**config.mk**
```make
export PLATFORM = sky130hd
export DESIGN_NAME = mult_div_unit
export DESIGN_NICKNAME = d
export VERILOG_FILES = /design/src/rtl/mult_div_unit.sv
export SDC_FILE = /design/constraint.sdc
export NUM_CORES = 1
export LEC_CHECK = 0
export ABC_AREA = 1
export BUFFER_PORTS_ARGS = -buffer_cell sky130_fd_sc_hd__buf_2
export CAP_MARGIN = 20
export CORE_ASPECT_RATIO = 0.7
export CORE_MARGIN = 8
export CORE_UTILIZATION = 50
export CTS_CLUSTER_DIAMETER = 80
export CTS_CLUSTER_SIZE = 14
export DETAILED_ROUTE_END_ITERATION = 8
export HOLD_SLACK_MARGIN = 0.03
export PLACE_DENSITY = 0.71
export SKIP_LAST_GASP = 1
export SLEW_MARGIN = 20
export SYNTH_ARGS = -nofsm -noshare
export SYNTH_HDL_FRONTEND = slang
export SYNTH_SLANG_ARGS = --single-unit
export TNS_END_PERCENT = 5
```
**constraint.sdc**
```tcl
create_clock -name clk -period 2.75 [get_ports clk]
set_input_delay 0.6875 -clock clk [delete_from_list [all_inputs] [get_ports clk]]
set_output_delay 0.6875 -clock clk [all_outputs]
set_load 0.01 [all_outputs]
```
**src/rtl/mult_div_unit.sv**
```systemverilog
// Multicycle signed multiply (radix-2 Booth) / divide (restoring) unit writing HI/LO.
// Optional macro MULTDIV_DIVZERO_EXC_EN: early exit with div_zero on a zero divisor.
module mult_div_unit #(
    parameter int WIDTH = 32,
    parameter int CNT_W = 6
) (
    input  logic             clk,
    input  logic             reset,
    input  logic             start_mult,
    input  logic             start_div,
    input  logic [WIDTH-1:0] op_a,
    input  logic [WIDTH-1:0] op_b,
    output logic [WIDTH-1:0] hi,
    output logic [WIDTH-1:0] lo,
    output logic             busy,
    output logic             done,
    output logic             div_zero,
    output logic [1:0]       o_dbg_state
);

    // Handshake: a start pulse is taken only in IDLE (start_mult wins over
    // start_div); busy stays high through the iterations, then done pulses for
    // one cycle with hi/lo valid, and the unit is idle again the cycle after.
    typedef enum logic [1:0] {
        S_IDLE = 2'd0,
        S_MULT = 2'd1,
        S_DIV  = 2'd2,
        S_DONE = 2'd3
    } state_t;

    localparam logic [CNT_W-1:0] LAST_ITER = CNT_W'(WIDTH);
    localparam logic [CNT_W-1:0] CNT_ONE   = CNT_W'(1);

    state_t             r_state;
    state_t             w_next_state;
    logic [CNT_W-1:0]   r_cnt;
    logic [WIDTH-1:0]   r_hi;
    logic [WIDTH-1:0]   r_lo;

    // Booth datapath: {r_acc, r_mplr, r_qm1} is the 65-bit shift register
    logic [WIDTH-1:0]   r_mcand;
    logic [WIDTH-1:0]   r_acc;
    logic [WIDTH-1:0]   r_mplr;
    logic               r_qm1;

    // Restoring divider datapath on operand magnitudes
    logic [WIDTH-1:0]   r_divisor;
    logic [WIDTH-1:0]   r_rem;
    logic [WIDTH-1:0]   r_quo;
    logic               r_neg_q;
    logic               r_neg_r;
`ifdef MULTDIV_DIVZERO_EXC_EN
    logic               r_dz;
`endif

    logic               w_last;
    logic               w_busy;
    logic               w_done;
    logic [WIDTH-1:0]   w_abs_a;
    logic [WIDTH-1:0]   w_abs_b;
    logic [1:0]         w_booth_sel;
    logic [WIDTH:0]     w_acc_ext;
    logic [WIDTH:0]     w_mcand_ext;
    logic [WIDTH:0]     w_booth_sum;
    logic [WIDTH:0]     w_rem_shift;
    logic [WIDTH-1:0]   w_rem_sub;
    logic               w_rem_ge;
    logic [WIDTH-1:0]   w_quo_final;
    logic [WIDTH-1:0]   w_rem_final;

    assign w_last  = (r_cnt == LAST_ITER);
    assign w_abs_a = op_a[WIDTH-1] ? (~op_a + 1'b1) : op_a;
    assign w_abs_b = op_b[WIDTH-1] ? (~op_b + 1'b1) : op_b;

    // One extra accumulator bit keeps +|-2^31| representable before the shift
    assign w_booth_sel = {r_mplr[0], r_qm1};
    assign w_acc_ext   = {r_acc[WIDTH-1], r_acc};
    assign w_mcand_ext = {r_mcand[WIDTH-1], r_mcand};

    always_comb begin
        w_booth_sum = w_acc_ext;
        case (w_booth_sel)
            2'b01:   w_booth_sum = w_acc_ext + w_mcand_ext;
            2'b10:   w_booth_sum = w_acc_ext - w_mcand_ext;
            default: w_booth_sum = w_acc_ext;
        endcase
    end

    // Partial remainder is always below 2^WIDTH, so the subtract fits WIDTH bits
    assign w_rem_shift = {r_rem, r_quo[WIDTH-1]};
    assign w_rem_ge    = (w_rem_shift >= {1'b0, r_divisor});
    assign w_rem_sub   = w_rem_shift[WIDTH-1:0] - r_divisor;
    assign w_quo_final = r_neg_q ? (~r_quo + 1'b1) : r_quo;
    assign w_rem_final = r_neg_r ? (~r_rem + 1'b1) : r_rem;

    always_ff @(posedge clk) begin
        if (reset) begin
            r_state <= S_IDLE;
        end else begin
            r_state <= w_next_state;
        end
    end

    always_comb begin
        w_next_state = r_state;
        w_busy       = 1'b0;
        w_done       = 1'b0;
        case (r_state)
            S_IDLE: begin
                if (start_mult) begin
                    w_next_state = S_MULT;
                end else if (start_div) begin
                    w_next_state = S_DIV;
                end
            end
            S_MULT: begin
                w_busy = 1'b1;
                if (w_last) begin
                    w_next_state = S_DONE;
                end
            end
            S_DIV: begin
                w_busy = 1'b1;
`ifdef MULTDIV_DIVZERO_EXC_EN
                if (r_dz || w_last) begin
                    w_next_state = S_DONE;
                end
`else
                if (w_last) begin
                    w_next_state = S_DONE;
                end
`endif
            end
            S_DONE: begin
                w_done       = 1'b1;
                w_next_state = S_IDLE;
            end
            default: begin
                w_next_state = S_IDLE;
            end
        endcase
    end

    always_ff @(posedge clk) begin
        if (reset) begin
            r_cnt     <= '0;
            r_hi      <= '0;
            r_lo      <= '0;
            r_mcand   <= '0;
            r_acc     <= '0;
            r_mplr    <= '0;
            r_qm1     <= 1'b0;
            r_divisor <= '0;
            r_rem     <= '0;
            r_quo     <= '0;
            r_neg_q   <= 1'b0;
            r_neg_r   <= 1'b0;
`ifdef MULTDIV_DIVZERO_EXC_EN
            r_dz      <= 1'b0;
`endif
        end else begin
            case (r_state)
                S_IDLE: begin
                    r_cnt <= '0;
                    if (start_mult) begin
                        r_mcand <= op_a;
                        r_acc   <= '0;
                        r_mplr  <= op_b;
                        r_qm1   <= 1'b0;
`ifdef MULTDIV_DIVZERO_EXC_EN
                        r_dz    <= 1'b0;
`endif
                    end else if (start_div) begin
                        r_divisor <= w_abs_b;
                        r_quo     <= w_abs_a;
                        r_rem     <= '0;
                        r_neg_q   <= op_a[WIDTH-1] ^ op_b[WIDTH-1];
                        r_neg_r   <= op_a[WIDTH-1];
`ifdef MULTDIV_DIVZERO_EXC_EN
                        r_dz      <= (op_b == '0);
`endif
                    end
                end
                S_MULT: begin
                    if (w_last) begin
                        r_hi <= r_acc;
                        r_lo <= r_mplr;
                    end else begin
                        r_acc  <= w_booth_sum[WIDTH:1];
                        r_mplr <= {w_booth_sum[0], r_mplr[WIDTH-1:1]};
                        r_qm1  <= r_mplr[0];
                        r_cnt  <= r_cnt + CNT_ONE;
                    end
                end
                S_DIV: begin
`ifdef MULTDIV_DIVZERO_EXC_EN
                    if (r_dz) begin
                        r_cnt <= r_cnt;
                    end else
`endif
                    if (w_last) begin
                        r_hi <= w_rem_final;
                        r_lo <= w_quo_final;
                    end else begin
                        r_rem <= w_rem_ge ? w_rem_sub : w_rem_shift[WIDTH-1:0];
                        r_quo <= {r_quo[WIDTH-2:0], w_rem_ge};
                        r_cnt <= r_cnt + CNT_ONE;
                    end
                end
                default: begin
                    r_cnt <= r_cnt;
                end
            endcase
        end
    end

    assign hi          = r_hi;
    assign lo          = r_lo;
    assign busy        = w_busy;
    assign done        = w_done;
    assign o_dbg_state = r_state;
`ifdef MULTDIV_DIVZERO_EXC_EN
    assign div_zero    = w_done & r_dz;
`else
    assign div_zero    = 1'b0;
`endif

endmodule
```
# Word-level counts from Yosys, hierarchy flattened
# Index checks and enable logic that the tools add are counted.
dict set report word_totals {
  ff_bits 267
  output_inout_bits 69
  in_bits 68
}
dict set report op_classes {
  n_lt_le_gt_ge 1
  n_reduce_logical 14
  eq_ne 17
  bitwise 6
  mux 37
  addsub 8
}
# operator count
set ops {}
lappend ops {{$mux W32} 19}
lappend ops {{$pmux W32 S2} 6}
lappend ops {{$add A32 B1 Y32 const B} 4}
lappend ops {{$not A32 Y32} 4}
lappend ops {{$pmux W33 S2} 1}
lappend ops {{$add A32 B32 Y33} 1}
lappend ops {{$ge A33 B32 Y1} 1}
lappend ops {{$sub A32 B32 Y33} 1}
lappend ops {{$sub A32 B32 Y32} 1}
lappend ops {{$ne A2 B2 Y1 const B} 8}
lappend ops {{$pmux W6 S2} 1}
lappend ops {{$reduce_and A3 Y1} 3}
lappend ops {{$reduce_and A4 Y1} 2}
lappend ops {{$reduce_bool A2 Y1} 4}
lappend ops {{$add A6 B1 Y6 const B} 1}
lappend ops {{$eq A2 B2 Y1 const B} 3}
lappend ops {{$eq A6 B6 Y1 const B} 1}
lappend ops {{$mux W2} 3}
lappend ops {{$mux W6} 1}
lappend ops {{$pmux W2 S3} 1}
lappend ops {{$reduce_and A2 Y1} 3}
lappend ops {{$eq A2 B1 Y1 const B} 2}
lappend ops {{$mux W1} 4}
lappend ops {{$ne A3 B1 Y1 const B} 1}
lappend ops {{other kinds (7)} 7}

# Logic depth before layout (Yosys ltp)
dict set report depth {
  word_depth 6
  depth_mapped 25
  depth_no_buf 25
}

# Worst setup path after synthesis
# Ideal clock, no wire load.
dict set report synth_timing {
  path_type {register to register}
  from {register r_mcand[0]}
  to {register r_acc[30]}
  t_arrival_ps 2692
  slack_ps -74
  setup_time_ps 132
  n_path_buf 0
  required_ps 2618
  path_stages_with_launch 19
  path_cell_list {dfxtp_1 > inv_1 > ha_1 > nand3_1 > nor2_1 > nand3_1 > o31ai_2 > o21ai_0 > xor2_1 > ha_1 > a21o_1 > o21ai_0 > nand2_1 > a21oi_1 > nand2_1 > nand2_1 > nand3_1 > nand2_1 > a21oi_1}
}
dict set report synth_via {
  elab_chain_len 4
  word_cells_on_any_way 5
  cone_classes {add/sub: 2; mux: 3}
}
# element line_no
set synth_rtl {}
lappend synth_rtl {{start, declared} 41} ;# logic [WIDTH-1:0] r_mcand;
lappend synth_rtl {{start signal, assigned} 166} ;# r_mcand <= op_a;
lappend synth_rtl {{$sub A32 B32 Y33 / $add A32 B32 Y33 (equally long branches)} {84, 83}}
lappend synth_rtl {{$pmux W33 S2 *} 82} ;# case (w_booth_sel)
lappend synth_rtl {{$mux W32 *} 185} ;# if (w_last) begin
lappend synth_rtl {{$pmux W32 S2 *} 162} ;# case (r_state)
lappend synth_rtl {{end signal, assigned} 189} ;# r_acc <= w_booth_sum[WIDTH:1];
lappend synth_rtl {{end, declared} 42} ;# logic [WIDTH-1:0] r_acc;
# Mark *: on every way between the ends. The rest lies on a longest branch, timed or not. The select of a mux whose other input is x is not followed.
# A chain may end at the register's enable or synchronous reset.

# Worst setup path in the final report
dict set report layout_timing {
  from {register r_mcand[0]}
  to {register r_acc[29]}
}
# Same word-level chain as after synthesis.

==> impl_metrics.csv <==
group,metric,value,unit
outcome,status,"finished with violations",
outcome,violations,"negative setup slack",
yosys,synth_cell_types,53,
timing,slew_headroom,50.4,%
cts,clockRootBuffer,"clkbuf_16",
cts,clk_path_buf_depth,3,
floorplan,num_rows,61,
route,vias,23500,
yosys,synthArstFlopShare,0,%
worst_hold_path,hold_depth,3,
cts,cts_buffers,23,
placement,dp_cells,4065,
route,via_per_inst,5.72,
yosys,mappedNetlistNets,3520,
floorplan,initial_core_util,50.6,%
cts,clock_latency,0.57,ns
timing,fmax,0.325,GHz
route,drc,0,
yosys,synth_top_area_cell,"dfxtp_1",
placement,detailed_place.area,22200,µm²
placement,finalWeightedCongestion,1.01,
timing,period_share,112,%
placement,io_buffers,135,
final_layout,drive_above_1_share,14.8,%
route,drt_iter0_drc,2579,
pwr,power.density,865,nW/µm²
floorplan,die_y,184,µm
worst_setup_path,cp-end-kind,"register",
yosys,ys.flop_type,"dfxtp_1",
yosys,synth_edf_count,0,
floorplan,ioPinCount,137,
cts,cts_sinks,267,
grt,grt-ovfl-total,0,
worst_setup_path,worstPathRequired,3.16,ns
worst_hold_path,hp-class,"in2reg",
final_layout,final.fill_count,3909,
job,maxCapViolCount,0,
grt,grt_pass1_wl,119000,µm
worst_setup_path,worstRegToRegCells,22,
final_layout,fin_nets,3713,
timing,period_needed,3.08,ns
worst_setup_path,crit_chain,"inv_2, nand3_4, nor2_4, nand4_1, inv_2, nand3_4, nand2_4, nand2_4, a21oi_4, o21ai_2, nand2_1, nand2_2, ha_4, nand2_4, nor2_4, nand2_2, nor3_2, nand2_1, nand3_1, nand3_1, nand2_1, a21oi_2",
route,dr.pass1.iters,6,
placement,post-place-ws,-0.506,ns
placement,dpl.hpwl,59000,µm
final_layout,final_cell_area,23800,µm²
floorplan,coreArea,39700,µm²
yosys,yosysTopAreaCellShare,26.6,%
timing,rsz0062_at_grt,"yes",
pwr,p_leak,11.2,nW
timing,finalClockSkew,0.0183,ns
final_layout,area_growth,18.5,%
worst_setup_path,worstPathArrival,3.49,ns
worst_setup_path,path_class,"reg2reg",
yosys,netlist_area,20100,µm²
worst_setup_path,slowest_delay,0.37,ns
yosys,yosysWarnings,0,
route,ant_nets,0,
route,wirelength,77100,µm
timing,slew_violations,0,
timing,setup_viol,25,
floorplan,die-area,46900,µm²
worst_setup_path,cp-start-kind,"register",
grt,grtUsageTotal,31.0,%
timing,tightest_slew,0.743,ns
yosys,synth_cells,3374,
yosys,ys_seq_area_share,26.6,%
pwr,peakVddDrop,0.000612,V
worst_setup_path,slowest_stage,"ha_4",
final_layout,instances_no_fill,4105,
yosys,synthTopCellsByArea,"dfxtp_1 27%, nand2_1 17%, inv_1 8.4%",
final_layout,antennaDiodeCount,0,
grt,grt_max_degree,133,
cts,htree_levels,1,
timing,hold_viol_final,0,
timing,setup_ws,-0.330,ns
yosys,ys_ff_latch,267,
cts,cts_tree,"yes",
yosys,postSynthAreaPerCell,5.95,µm²
grt,grt_pass1_vias,21200,
cts,clk_pin_slew,0.07,ns
grt,grt_antenna_before_repair,1,
worst_setup_path,path_max_fanout,5,
route,avgRoutedWirePerCell,18.8,µm
floorplan,die_w,256,µm
[cells in the final DEF, fill, tap and decap left out, types with 4 or more instances in the layout]
master / netlist / routed
buf_2: 17 / 134
clkbuf_16: 0 / 23
o211ai_1: 32 / 32
nor2_4: 0 / 11
ha_1: 76 / 51
xor2_1: 54 / 46
o21bai_1: 7 / 6
and2_1: 4 / 5
nand4_1: 37 / 37
a31oi_1: 54 / 54
a211oi_1: 6 / 6
xnor2_1: 23 / 23
or2_2: 5 / 5
buf_4: 10 / 169
nand3_4: 0 / 4
nand3_1: 273 / 267
o221ai_1: 15 / 15
a21oi_2: 2 / 29
nor2_1: 313 / 285
inv_1: 450 / 436
nand3b_1: 11 / 11
dfxtp_1: 267 / 266
o21ai_2: 4 / 8
nor3_2: 2 / 6
ha_4: 0 / 22
xor2_2: 0 / 5
o21a_1: 6 / 6
buf_12: 0 / 8
a21oi_1: 315 / 285
nor3_1: 38 / 33
nand2_4: 1 / 7
nand2_2: 3 / 28
o21ai_0: 277 / 260
nor2_2: 4 / 21
o21ai_1: 9 / 22
nand2_1: 888 / 857
nor4_1: 14 / 13
inv_2: 9 / 23
[synth_stat cells, drive strengths merged (3+ instances only)]
cell type and instances:
clkbuf 103, o31ai 5, o21ai 290, nor2 318
xnor2 23, o21a 6, nand3 273, a21oi 317
ha 76, nand3b 11, o221ai 15, nor3 40
o211ai 32, a211oi 6, nand4 37, o21bai 7
nor4 14, and2 5, nand2 892, o22ai 3
or2 8, a31oi 54, inv 459, a221oi 3
buf 41, dfxtp 267, clkinv 3, xor2 54
[cell type report]
type	instances	area (µm²)	area share, %
Sequential cell	267	5350	22.5
Clock buffer	25	593	2.49
Multi-Input combinational cell	2501	13300	55.8
Timing Repair Buffer	312	2110	8.87
Inverter	462	1740	7.30
Tap cell	535	669	2.81
Clock inverter	3	58.8	0.247
[cells by family after synthesis]
group	Yosys count	synth area share [%]
and+or+nand+nor	1599	33.1
adders and majority gates	78	4.94
AOI/OAI and AO/OA	746	20.3
xor gates and xnor gates	77	3.36
DFF	267	26.6
other	1	0.0187
buffers and inverters	606	11.7
[worst max-delay path, delay by kind of cell (launching register included)]
kind,cells,cell delay (ns)
AOI/OAI and AO/OA,3,0.35
buffers and inverters,2,0.25
DFF,1,0.34
adders and majority gates,1,0.37
and+or+nand+nor,16,1.63
[path summary, 6_finish.rpt]
| kind | endpoint | slack, ns | startpoint |
|---|---|---|---|
| max | r_acc[29]$_SDFFE_PP0P_ | -0.33 | r_mcand[0]$_SDFFE_PP0P_ |
| min | r_mplr[26]$_SDFFE_PP0P_ | 0.42 | op_b[26] |
| max reg2reg | r_acc[29]$_SDFFE_PP0P_ | -0.33 | r_mcand[0]$_SDFFE_PP0P_ |
| min reg2reg | hi[20]$_SDFFE_PP0P_ | 0.46 | hi[20]$_SDFFE_PP0P_ |
[sequential cells by signal (all words and copies together) (netlist names), 6 cells and up]
| register | count |
|---|---|
| r_mcand | 32 |
| lo | 32 |
| hi | 32 |
| r_mplr | 32 |
| r_cnt | 6 |
| r_quo | 32 |
| r_rem | 32 |
| r_divisor | 32 |
| r_acc | 32 |
[where the power goes]
part / leakage [nW] / internal, W / total [W] / switching, W
clock: 0.320 / 0.00163 / 0.00323 / 0.00160
combinational: 8.73 / 0.00447 / 0.0122 / 0.00776
sequential: 2.18 / 0.00450 / 0.00513 / 0.000621
[routing by layer]
layer / vias to the layer above / wire length (µm) / GRT usage (%)
met5: - / 12 / 0
met4: 2 / 1750 / 6.77
met3: 116 / 7290 / 6.38
met2: 1026 / 32800 / 47.7
met1: 10900 / 35200 / 44.4
li1: 11400 / - / -
[stage by stage]
| stage | setup TNS (ns) | hold WS, ns | power, W | util [%] |
|---|---|---|---|---|
| floorplan | 0 | 0.437 | 0.0118 | - |
| global placement | -6.88 | 0.450 | 0.0156 | 55.9 |
| detailed placement | -9.00 | 0.453 | 0.0158 | 55.9 |
| CTS | -5.01 | 0.408 | 0.0196 | 58.8 |
| global route | -11.84 | 0.428 | 0.0219 | 60.0 |
| finish | -5.93 | 0.419 | 0.0206 | 60.0 |
[repair_timing]
action,4_1_cts,5_1_grt
pin swaps,36,37
buffers inserted,10,2
resized for setup,101,103
endpoints found under the setup margin,26,53
hold buffers,0,0
Note: power is estimated with default switching activity, not from simulation.
